## config.mk

```make
export PLATFORM = sky130hd
export DESIGN_NAME = alu_issue_ctrl
export DESIGN_NICKNAME = d
export VERILOG_FILES = /design/src/rtl/alu_pkg.sv /design/src/rtl/alu_flag_reg.sv /design/src/rtl/alu_issue_ctrl.sv
export SDC_FILE = /design/constraint.sdc
export NUM_CORES = 1
export LEC_CHECK = 0
export ABC_AREA = 1
export CORE_UTILIZATION = 44
export CTS_CLUSTER_SIZE = 10
export DETAILED_ROUTE_END_ITERATION = 8
export GPL_ROUTABILITY_DRIVEN = 0
export GPL_TIMING_DRIVEN = 1
export PLACE_DENSITY = 0.86
export REMOVE_ABC_BUFFERS = 1
export SETUP_SLACK_MARGIN = 0.5
export SKIP_CTS_REPAIR_TIMING = 1
export SYNTH_ARGS = -nofsm -noshare
export SYNTH_HDL_FRONTEND = slang
export SYNTH_HIERARCHICAL = 1
export SYNTH_SLANG_ARGS = --single-unit
```

## constraint.sdc

```tcl
create_clock -name clk -period 2.8 [get_ports clk]
set_clock_uncertainty 0.05 [all_clocks]
set_input_delay 0.56 -clock clk [delete_from_list [all_inputs] [get_ports clk]]
set_output_delay 0.56 -clock clk [all_outputs]
set_load 0.01 [all_outputs]
```

## src/rtl/alu_pkg.sv

```systemverilog
// Shared types and constants for the ALU issue front end.
// Build option: ALU_ISSUE_OVF_EN enables the overflow (V) flag.
package alu_pkg;

    localparam int unsigned DATA_W = 32;
    localparam int unsigned OP_W   = 4;

    localparam logic [OP_W-1:0] OP_ADD        = 4'd0;
    localparam logic [OP_W-1:0] OP_SUB        = 4'd1;
    localparam logic [OP_W-1:0] OP_NEG        = 4'd2;
    localparam logic [OP_W-1:0] OP_LOGIC_BASE = 4'd8;

    localparam int unsigned FLAG_C = 0;
    localparam int unsigned FLAG_Z = 1;
    localparam int unsigned FLAG_N = 2;
    localparam int unsigned FLAG_V = 3;
    localparam int unsigned FLAG_W = 4;

    typedef enum logic [1:0] {
        ST_IDLE = 2'd0,
        ST_EXEC = 2'd1,
        ST_HOLD = 2'd2
    } state_t;

    typedef enum logic [1:0] {
        CLS_ARITH = 2'd0,
        CLS_NEG   = 2'd1,
        CLS_LOGIC = 2'd2,
        CLS_RSVD  = 2'd3
    } op_class_t;

    // Classify an opcode; the whole upper half of the code space is logic ops.
    function automatic op_class_t op_class(input logic [OP_W-1:0] op);
        op_class_t cls;
        if (op >= OP_LOGIC_BASE)               cls = CLS_LOGIC;
        else if (op == OP_ADD || op == OP_SUB) cls = CLS_ARITH;
        else if (op == OP_NEG)                 cls = CLS_NEG;
        else                                   cls = CLS_RSVD;
        return cls;
    endfunction

endpackage

```

## src/rtl/alu_flag_reg.sv

```systemverilog
// Architectural flag register {V,N,Z,C}, updated once per executed op.
// Build option: ALU_ISSUE_OVF_EN adds the V flag; otherwise V stays 0.
module alu_flag_reg
    import alu_pkg::*;
#(
    parameter int unsigned W = DATA_W
) (
    input  logic              clk,
    input  logic              rst,
    input  logic              i_upd,
    input  op_class_t         i_cls,
    input  logic              i_carry,
    input  logic              i_zero,
    input  logic              i_msb,
    input  logic [W-1:0]      i_value,
`ifdef ALU_ISSUE_OVF_EN
    input  logic              i_ovf,
`endif
    output logic [FLAG_W-1:0] o_flags
);

    logic [FLAG_W-1:0] r_flags;
    logic [FLAG_W-1:0] w_flags_nxt;

    // NEG and logic ops take Z/N from the mux output, not the adder.
    always_comb begin
        w_flags_nxt = r_flags;
        case (i_cls)
            CLS_ARITH: begin
                w_flags_nxt[FLAG_C] = i_carry;
                w_flags_nxt[FLAG_Z] = i_zero;
                w_flags_nxt[FLAG_N] = i_msb;
`ifdef ALU_ISSUE_OVF_EN
                w_flags_nxt[FLAG_V] = i_ovf;
`endif
            end
            CLS_NEG: begin
                w_flags_nxt[FLAG_Z] = (i_value == '0);
                w_flags_nxt[FLAG_N] = i_value[W-1];
`ifdef ALU_ISSUE_OVF_EN
                w_flags_nxt[FLAG_V] = i_ovf;
`endif
            end
            CLS_LOGIC: begin
                w_flags_nxt[FLAG_Z] = (i_value == '0);
                w_flags_nxt[FLAG_N] = i_value[W-1];
            end
            default: ;
        endcase
`ifndef ALU_ISSUE_OVF_EN
        w_flags_nxt[FLAG_V] = 1'b0;
`endif
    end

    always_ff @(posedge clk) begin
        if (rst)        r_flags <= '0;
        else if (i_upd) r_flags <= w_flags_nxt;
    end

    assign o_flags = r_flags;

endmodule

```

## src/rtl/alu_issue_ctrl.sv

```systemverilog
// Issue/response front end for the combinational 32-bit ALU.
// Build option: ALU_ISSUE_OVF_EN enables overflow detection into flags[3].
module alu_issue_ctrl
    import alu_pkg::*;
#(
    parameter int unsigned W   = DATA_W,
    parameter int unsigned OPW = OP_W
) (
    input  logic              clk,
    input  logic              rst,
    input  logic              req_valid,
    output logic              req_ready,
    input  logic [OPW-1:0]    req_op,
    input  logic [W-1:0]      req_a,
    input  logic [W-1:0]      req_b,
    output logic [W-1:0]      alu_x,
    output logic [W-1:0]      alu_y,
    output logic              alu_fn,
    output logic              alu_fnclass,
    output logic [2:0]        alu_logicfn,
    input  logic [W-1:0]      alu_value,
    input  logic              alu_carry,
    input  logic              alu_zero,
    input  logic              alu_msb,
    output logic              rsp_valid,
    input  logic              rsp_ready,
    output logic [W-1:0]      rsp_value,
    output logic              rsp_err,
    output logic [FLAG_W-1:0] flags
);

    state_t    r_state, w_state_nxt;
    logic      r_req_ready, w_req_ready_nxt;
    logic      r_rsp_valid, w_rsp_valid_nxt;
    op_class_t r_cls, w_cls;
    logic [W-1:0] r_x, r_y, w_x, w_y;
    logic      r_fn, w_fn, r_fnclass, w_fnclass;
    logic [2:0] r_logicfn, w_logicfn;
    logic [W-1:0] r_rsp_value;
    logic      r_rsp_err;
    logic      w_accept, w_exec;

    assign w_accept = req_valid && r_req_ready;
    assign w_exec   = (r_state == ST_EXEC);

    always_comb begin
        w_state_nxt     = r_state;
        w_req_ready_nxt = r_req_ready;
        w_rsp_valid_nxt = r_rsp_valid;
        case (r_state)
            ST_IDLE: if (w_accept) begin
                w_state_nxt     = ST_EXEC;
                w_req_ready_nxt = 1'b0;
            end
            ST_EXEC: begin
                w_state_nxt     = ST_HOLD;
                w_rsp_valid_nxt = 1'b1;
            end
            ST_HOLD: if (rsp_ready) begin
                w_state_nxt     = ST_IDLE;
                w_req_ready_nxt = 1'b1;
                w_rsp_valid_nxt = 1'b0;
            end
            default: begin
                w_state_nxt     = ST_IDLE;
                w_req_ready_nxt = 1'b1;
                w_rsp_valid_nxt = 1'b0;
            end
        endcase
    end

    always_ff @(posedge clk) begin
        if (rst) begin
            r_state     <= ST_IDLE;
            r_req_ready <= 1'b1;
            r_rsp_valid <= 1'b0;
        end else begin
            r_state     <= w_state_nxt;
            r_req_ready <= w_req_ready_nxt;
            r_rsp_valid <= w_rsp_valid_nxt;
        end
    end

    // ALU has no carry-in, so SUB negates b here before driving y.
    always_comb begin
        w_cls     = op_class(OP_W'(req_op));
        w_x       = '0;
        w_y       = '0;
        w_fn      = 1'b0;
        w_fnclass = 1'b0;
        w_logicfn = 3'd0;
        case (w_cls)
            CLS_ARITH: begin
                w_x = req_a;
                w_y = (req_op == OPW'(OP_SUB)) ? W'(~req_b + W'(1)) : req_b;
            end
            CLS_NEG: begin
                w_y  = req_b;
                w_fn = 1'b1;
            end
            CLS_LOGIC: begin
                w_x       = req_a;
                w_y       = req_b;
                w_fnclass = 1'b1;
                w_logicfn = req_op[2:0];
            end
            default: ;
        endcase
    end

    always_ff @(posedge clk) begin
        if (rst) begin
            r_cls     <= CLS_RSVD;
            r_x       <= '0;
            r_y       <= '0;
            r_fn      <= 1'b0;
            r_fnclass <= 1'b0;
            r_logicfn <= 3'd0;
        end else if (w_accept) begin
            r_cls     <= w_cls;
            r_x       <= w_x;
            r_y       <= w_y;
            r_fn      <= w_fn;
            r_fnclass <= w_fnclass;
            r_logicfn <= w_logicfn;
        end
    end

    always_ff @(posedge clk) begin
        if (rst) begin
            r_rsp_value <= '0;
            r_rsp_err   <= 1'b0;
        end else if (w_exec) begin
            r_rsp_value <= (r_cls == CLS_RSVD) ? '0 : alu_value;
            r_rsp_err   <= (r_cls == CLS_RSVD);
        end
    end

`ifdef ALU_ISSUE_OVF_EN
    logic w_ovf;
    always_comb begin
        if (r_cls == CLS_NEG)
            w_ovf = (r_y == {1'b1, {(W-1){1'b0}}});
        else
            w_ovf = (r_x[W-1] == r_y[W-1]) && (alu_value[W-1] != r_x[W-1]);
    end
`endif

    alu_flag_reg #(.W(W)) u_flag_reg (
        .clk     (clk),
        .rst     (rst),
        .i_upd   (w_exec),
        .i_cls   (r_cls),
        .i_carry (alu_carry),
        .i_zero  (alu_zero),
        .i_msb   (alu_msb),
        .i_value (alu_value),
`ifdef ALU_ISSUE_OVF_EN
        .i_ovf   (w_ovf),
`endif
        .o_flags (flags)
    );

    assign req_ready   = r_req_ready;
    assign rsp_valid   = r_rsp_valid;
    assign rsp_value   = r_rsp_value;
    assign rsp_err     = r_rsp_err;
    assign alu_x       = r_x;
    assign alu_y       = r_y;
    assign alu_fn      = r_fn;
    assign alu_fnclass = r_fnclass;
    assign alu_logicfn = r_logicfn;

endmodule

```

==> results of run 1 <==
-- placed cells by master (no fill, tap or decap), drive strengths merged --
cell           Yosys  routed
nor4               1       1
clkdlybuf4s50      0     210
o21a               1       1
conb               1       1
o21ai             60      60
clkinv             3       3
dfxtp            111     111
nor3              36      36
bufinv             0       2
a22oi             33      33
buf               15      22
nand3             49      49
a21oi             52      52
nand3b             1       1
and2               2       2
or3                1       1
dlymetal6s2s       0       2
o22ai              1       1
a21boi             1       1
ha                 6       6
inv               55      56
clkbuf            28      11
nor2             134     134
or2                1       1
nand4             10      10
nand2            167     167
o211ai            10      10
o311ai             1       1
a31oi              1       1
nor2b              1       1
clkinvlp           0       1
-- per-stage QoR --
stage | util (%) | setup WS, ns | setup TNS, ns | hold slack (ns)
2_1_floorplan | - | -0.556 | -14.01 | 0.370
3_3_place_gp | 65.4 | 0.217 | 0 | 0.394
3_5_place_dp | 65.4 | 0.0416 | 0 | 0.405
4_1_cts | 68.2 | 0.361 | 0 | 0.417
5_1_grt | 68.4 | 0.485 | 0 | 0.439
6_report | 68.4 | 0.587 | 0 | 0.414
-- final cells by class --
class | instances | share of cell area (%)
Clock buffer | 11 | 3.04
Inverter | 58 | 2.73
Tap cell | 143 | 2.24
Sequential cell | 111 | 27.8
Timing Repair Buffer | 234 | 28.7
Multi-Input combinational cell | 570 | 34.5
Clock inverter | 4 | 0.987
-- power breakdown --
part | total, mW | internal (mW) | leakage (nW) | switching (mW)
Clock | 1.39 | 0.811 | 0.154 | 0.578
Combinational | 0.899 | 0.440 | 2.09 | 0.459
Sequential | 1.73 | 1.68 | 0.906 | 0.0514
-- sequential cells by signal (all words and copies together), names as in the netlist --
| register | count |
|---|---|
| rsp_value | 32 |
| req_ready | 1 |
| r_cls | 2 |
| alu_logicfn | 3 |
| rsp_valid | 1 |
| r_state | 2 |
| rsp_err | 1 |
| alu_fnclass | 1 |
| alu_fn | 1 |
| u_flag_reg/o_flags | 3 |
| alu_x | 32 |
| alu_y | 32 |
-- per-layer routing --
metal  global-route usage (%)  vias to the layer above  wire length, microns
met5                        0                        -                     0
met4                     9.24                        0                   393
met3                     5.78                       32                  1280
met2                     44.5                      245                  8100
met1                     33.7                     2740                  7160
li1                         -                     2998                     -
-- kinds of logic (layout without fill, tap and decap cells) --
logic type | after synthesis | after routing | synth area share (%)
and+or+nand+nor | 403 | 403 | 31.9
other | 1 | 1 | 0.0699
buffers and inverters | 101 | 307 | 7.86
AOI/OAI and AO/OA | 160 | 160 | 17.3
adders and majority gates | 6 | 6 | 1.40
DFF | 111 | 111 | 41.4
-- worst max-delay path: cells and delay by family --
family	cells	cell delay (ns)
adder cells (fa/ha/maj)	1	0.26
AO/OA/AOI/OAI	2	0.23
AND/OR/NAND/NOR	4	0.61
buffers and inverters	4	0.79
-- how the worst min path moves through the flow --
| stage | end | from |
|---|---|---|
| 2_1_floorplan | r_state[0]$_SDFFE_PP0P_ | r_state[0]$_SDFFE_PP0P_ |
| 3_3_place_gp | r_state[0]$_SDFFE_PP0P_ | r_state[0]$_SDFFE_PP0P_ |
| 3_5_place_dp | alu_y[19]$_SDFFE_PP0P_ | alu_y[19]$_SDFFE_PP0P_ |
| 4_1_cts | alu_y[30]$_SDFFE_PP0P_ | alu_y[30]$_SDFFE_PP0P_ |
| 5_1_grt | alu_y[25]$_SDFFE_PP0P_ | alu_y[25]$_SDFFE_PP0P_ |
| 6_report | alu_logicfn[1]$_SDFFE_PP0P_ | alu_logicfn[1]$_SDFFE_PP0P_ |
==> summary.txt, run 1 <==
Run status
  • Outcome: finished clean

Clock tree
  • Clock buffer count from CTS: 9
  • Clk slew on worst S/H paths: around 0.070 ns
  • Clk_lat worst skew: between 0.3 and 0.4 ns
  • Max clock buf depth: 2
  • CTS tree: built
  • H-tree Lvls: 3
  • Sink Count: around 110
  • Clk root buf: clkbuf_16

Logic synthesis
  • Synth Warn #: 6
  • Register area share after synthesis: between 40% and 50%
  • Top FF cell, synth: dfxtp_1
  • Yosys top cell by area: dfxtp_1
  • Main area contributors after synthesis: dfxtp_1 (41%), nand2_1 (11%), nor2_1 (8.8%)
  • Avg Synthesized Cell Area: around 6.9 sq um
  • Number of synthesized flops with an enable pin: 0
  • Cell Area, Synth: roughly 5400 sq um
  • Synthesis-stage register bit count: approximately 110
  • FFs w/ async S/R, synth: 0%
  • Count of cell types in the netlist: 40
  • Commonest cells in the netlist: nand2_1 (161), nor2_1 (126), dfxtp_1 (111), inv_1 (53)
  • Syn Inst Count: a little under 800
  • Top-count cell post-synth: nand2_1
  • Synth top area share: 41.4%

Detailed routing
  • DR iter-0 viols: 513
  • Routed Wire Length: 16900 microns
  • Via count: around 6000
  • DRC viols: 0
  • Remaining antenna violation count: 0
  • WL per Instance: approximately 15 microns
  • Detailed Routing Iterations Pass 1: 8
  • Via-per-instance ratio: between 5 and 6

Worst setup path
  • Worst r2r dst: rsp_value[13]$_SDFFE_PP0P_
  • Reg2reg start: r_state[0]$_SDFFE_PP0P_
  • Critical path's slowest cell: clkdlybuf4s50_1
  • Worst EP required: slightly above 3 ns
  • CP Class: input port to flop
  • Critical Path End Type: flop
  • Worst-path maximum fanout: 3
  • Arr. time, crit path: 2.44 ns
  • Setup crit start: req_op[2]
  • Worst Setup Start Kind: input port
  • Slowest cell delay on critical path: ~0.54 ns
  • CP Cell Sequence: clkdlybuf4s50_1 -> nor2_2 -> nand2_2 -> inv_2 -> nor2_2 -> inv_1 -> ha_4 -> inv_1 -> a22oi_1 -> or3_1 -> a21oi_1
  • Worst R2R Path Depth: 8
  • Setup crit end: alu_y[4]$_SDFFE_PP0P_
  • Reg2Reg Setup Slack: approximately 0.93 ns

Timing
  • Fin. Hold Viols: 0
  • Final worst path period share: approximately 79%
  • Final setup vio count: 0
  • Final Critical Period: roughly 2.2 ns
  • Max Fclk: around 0.45 GHz
  • Final Max Slew Viols: 0
  • RSZ-0062 raised after global routing: true

Cells and area
  • Final Cell Area: 7980 sq um
  • Layout cells sized above 1: between 6 and 7%
  • Synth-to-layout area growth: 48.7%
  • Layout Nets: around 1100
  • Area taken by flip-flops and latches: 2220 sq um
  • Fill cells: between 1000 and 1500
  • Multi-input logic area: approximately 2800 sq um
  • Diodes inserted: 0
  • Fin cells: ~1100

Hold path
  • Min-Delay Path Depth: 2
  • HP Class: flop to flop

GRT
  • Grt ovf: 0
  • Largest net degree at the start of global routing: 39
  • Vias in the first global route: 5471
  • Total GRT Usage: a little over a quarter
  • First-pass GRT wire length: around 27000 microns
  • Initial antenna violation count: 0

Floorplan
  • Die W: ~110 microns
  • Initial Util: a little under half
  • Die area: 12600 sq um
  • Core Region: approximately 12000 sq um
  • Top Ports: about 220
  • Std cell rows: 39
  • Die height: 112 microns

Power
  • Lkg Pwr: between 3 and 4 nW
  • Power, Total: approximately 4.0 mW
  • Power Density: about 500 nW/um^2
  • VDD IR max: about 370 uV

Job
  • Total of max-cap violations: 0

Placement
  • PortBufs: approximately 210
  • Dpl hpwl: ~13000 microns
  • Placed insts: around 1100
  • Cell Area, Placed: between 7000 and 8000 sq um
Power figures use the tool's default switching activity.
==> run 2, diff against run 1 <==
==> constraint.sdc (replaced) <==
create_clock -name clk -period 2.16 [get_ports clk]
set_clock_uncertainty 0.05 [all_clocks]
set_input_delay 0.432 -clock clk [delete_from_list [all_inputs] [get_ports clk]]
set_output_delay 0.432 -clock clk [all_outputs]
set_load 0.01 [all_outputs]
==> summary.txt, run 2 (same netlist as run 1, synthesis figures left out) <==
Run status
  • Outcome: finished clean

Clock tree
  • Clk_lat worst skew: ~0.34 ns
  • Clock buffer count from CTS: 9
  • Clk root buf: clkbuf_16
  • Sink Count: approximately 110
  • Max clock buf depth: 2
  • Clk slew on worst S/H paths: about 0.070 ns
  • CTS tree: built
  • H-tree Lvls: 3

Power
  • Combinational share of power: 24.9%
  • Sw Share: around 29%
  • Switching pwr: around 1.5 mW
  • Sequential Power Share: between 40% and 50%
  • Internal power: approximately 3.7 mW
  • VDD IR max: between 300 and 400 uV
  • Clock power share: around a third
  • Power Density: about 570 nW/um^2
  • Power, Total: between 5 and 6 mW
  • Lkg Pwr: about 5.5 nW

Hold path
  • HP Class: input port to flop
  • Min-Delay Path Depth: 3

Worst setup path
  • Worst R2R Path Depth: 6
  • Worst-path maximum fanout: 8
  • Worst EP required: 2.38 ns
  • Arr. time, crit path: slightly below 2 ns
  • CP Class: input port to flop
  • Reg2Reg Setup Slack: between 0.6 and 0.7 ns
  • Worst Setup Start Kind: input port
  • Critical Path End Type: flop

Timing
  • Fin. Hold Viols: 0
  • Final Max Slew Viols: 0
  • Final setup vio count: 0
  • Max Fclk: ~0.58 GHz
  • Final setup TNS: 0 ns
  • Final Critical Period: ~1.7 ns
  • RSZ-0062 raised after global routing: false
  • Final worst path period share: between 80% and 90%

Detailed routing
  • Remaining antenna violation count: 0
  • DRC viols: 0
  • WL per Instance: about 16 microns
  • Detailed Routing Iterations Pass 1: 5
  • Via-per-instance ratio: 5.47
  • Routed Wire Length: roughly 19000 microns
  • Via count: around 6400
  • DR iter-0 viols: ~620

Cells and area
  • Most common cell after layout, fill and taps aside: nand2_1
  • Synth-to-layout area growth: 67.8%
  • Diodes inserted: 0
  • Most frequent cells in the layout: nand2_1 (148), dlymetal6s2s_1 (138), dfxtp_1 (111)
  • Layout Nets: 1144
  • Layout cells sized above 1: between 10% and 20%
  • Fill cells: 764

GRT
  • Grt ovf: 0
  • Total GRT Usage: between 20% and 30%
  • Largest net degree at the start of global routing: 48
  • Vias in the first global route: approximately 5600
  • Initial antenna violation count: 0
  • First-pass GRT wire length: about 27000 microns

Job
  • Total of max-cap violations: 0

Floorplan
  • Std cell rows: 39
  • Initial Util: a little under half
  • Top Ports: between 200 and 250
  • Die W: ~110 microns
  • Core Region: 11700 sq um
  • Die height: 112 microns
  • Die area: 12600 sq um

Placement
  • PortBufs: roughly 210
  • Dpl hpwl: around 12000 microns
run 2: cell types whose count changed in the layout (fill, tap and decap cells not counted), sizes merged, moves of 3 or more:
cell and delta:
buf +45, clkdlybuf4s50 -138, clkbuf +3, dlymetal6s2s +136
run 2: worst max-delay path, stage by stage:
cell and delay [ns]:
dlymetal6s2s_1 0.15, buf_6 0.14, nand2_4 0.10, nor2_4 0.05, buf_12 0.13, buf_6 0.12
clkbuf_16 0.15, nand2_1 0.07, inv_1 0.07, o211ai_1 0.24, o211ai_1 0.14, a21oi_1 0.15
run 2: through the flow:
stage / cell area (sq um) / instances / utilization (%) / hold WS, ns / worst slack [ns]
5_1_grt: 9010 / 1179 / 77.2 / 0.380 / 0.401
3_3_place_gp: 7930 / 1151 / 68.0 / 0.394 / -0.231
6_report: 9010 / 1179 / 77.2 / 0.364 / 0.424
3_5_place_dp: 7930 / 1151 / 68.0 / 0.400 / -0.285
4_1_cts: 8220 / 1167 / 70.5 / 0.410 / 0.0536
2_1_floorplan: 5160 / 739 / - / 0.370 / -1.07
run 2: power by group through the flow:
stage               combinational, mW  sequential, mW  clock (mW)
floorplan                       0.436            2.34           0
global placement                 1.19            2.28           0
detailed placement               1.20            2.29           0
CTS                              1.21            2.24        1.68
global route                     1.39            2.25        1.77
finish                           1.29            2.24        1.65
run 2: layout make-up:
type | count | area (sq um) | area share (%)
Timing Repair Buffer | 280 | 3080 | 34.2
Multi-Input combinational cell | 571 | 3020 | 33.5
Sequential cell | 111 | 2220 | 24.7
Clock buffer | 11 | 233 | 2.58
Inverter | 58 | 218 | 2.42
Tap cell | 143 | 179 | 1.99
Clock inverter | 5 | 56.3 | 0.625
run 2: worst paths after layout:
check                               start                    endpoint
hold reg to reg    alu_y[31]$_SDFFE_PP0P_      alu_y[31]$_SDFFE_PP0P_
setup / recovery                req_op[0]       alu_y[6]$_SDFFE_PP0P_
hold / removal                   req_b[0]       alu_y[0]$_SDFFE_PP0P_
setup reg to reg  r_state[0]$_SDFFE_PP0P_  rsp_value[21]$_SDFFE_PP0P_
run 2: routing by layer:
| layer | up-vias | global-route usage, % | wire length (microns) |
|---|---|---|---|
| met5 | - | 0 | 0 |
| met3 | 87 | 5.67 | 1300 |
| li1 | 3085 | - | - |
| met2 | 326 | 45.9 | 9440 |
| met1 | 2947 | 32.2 | 7790 |
| met4 | 0 | 9.69 | 895 |
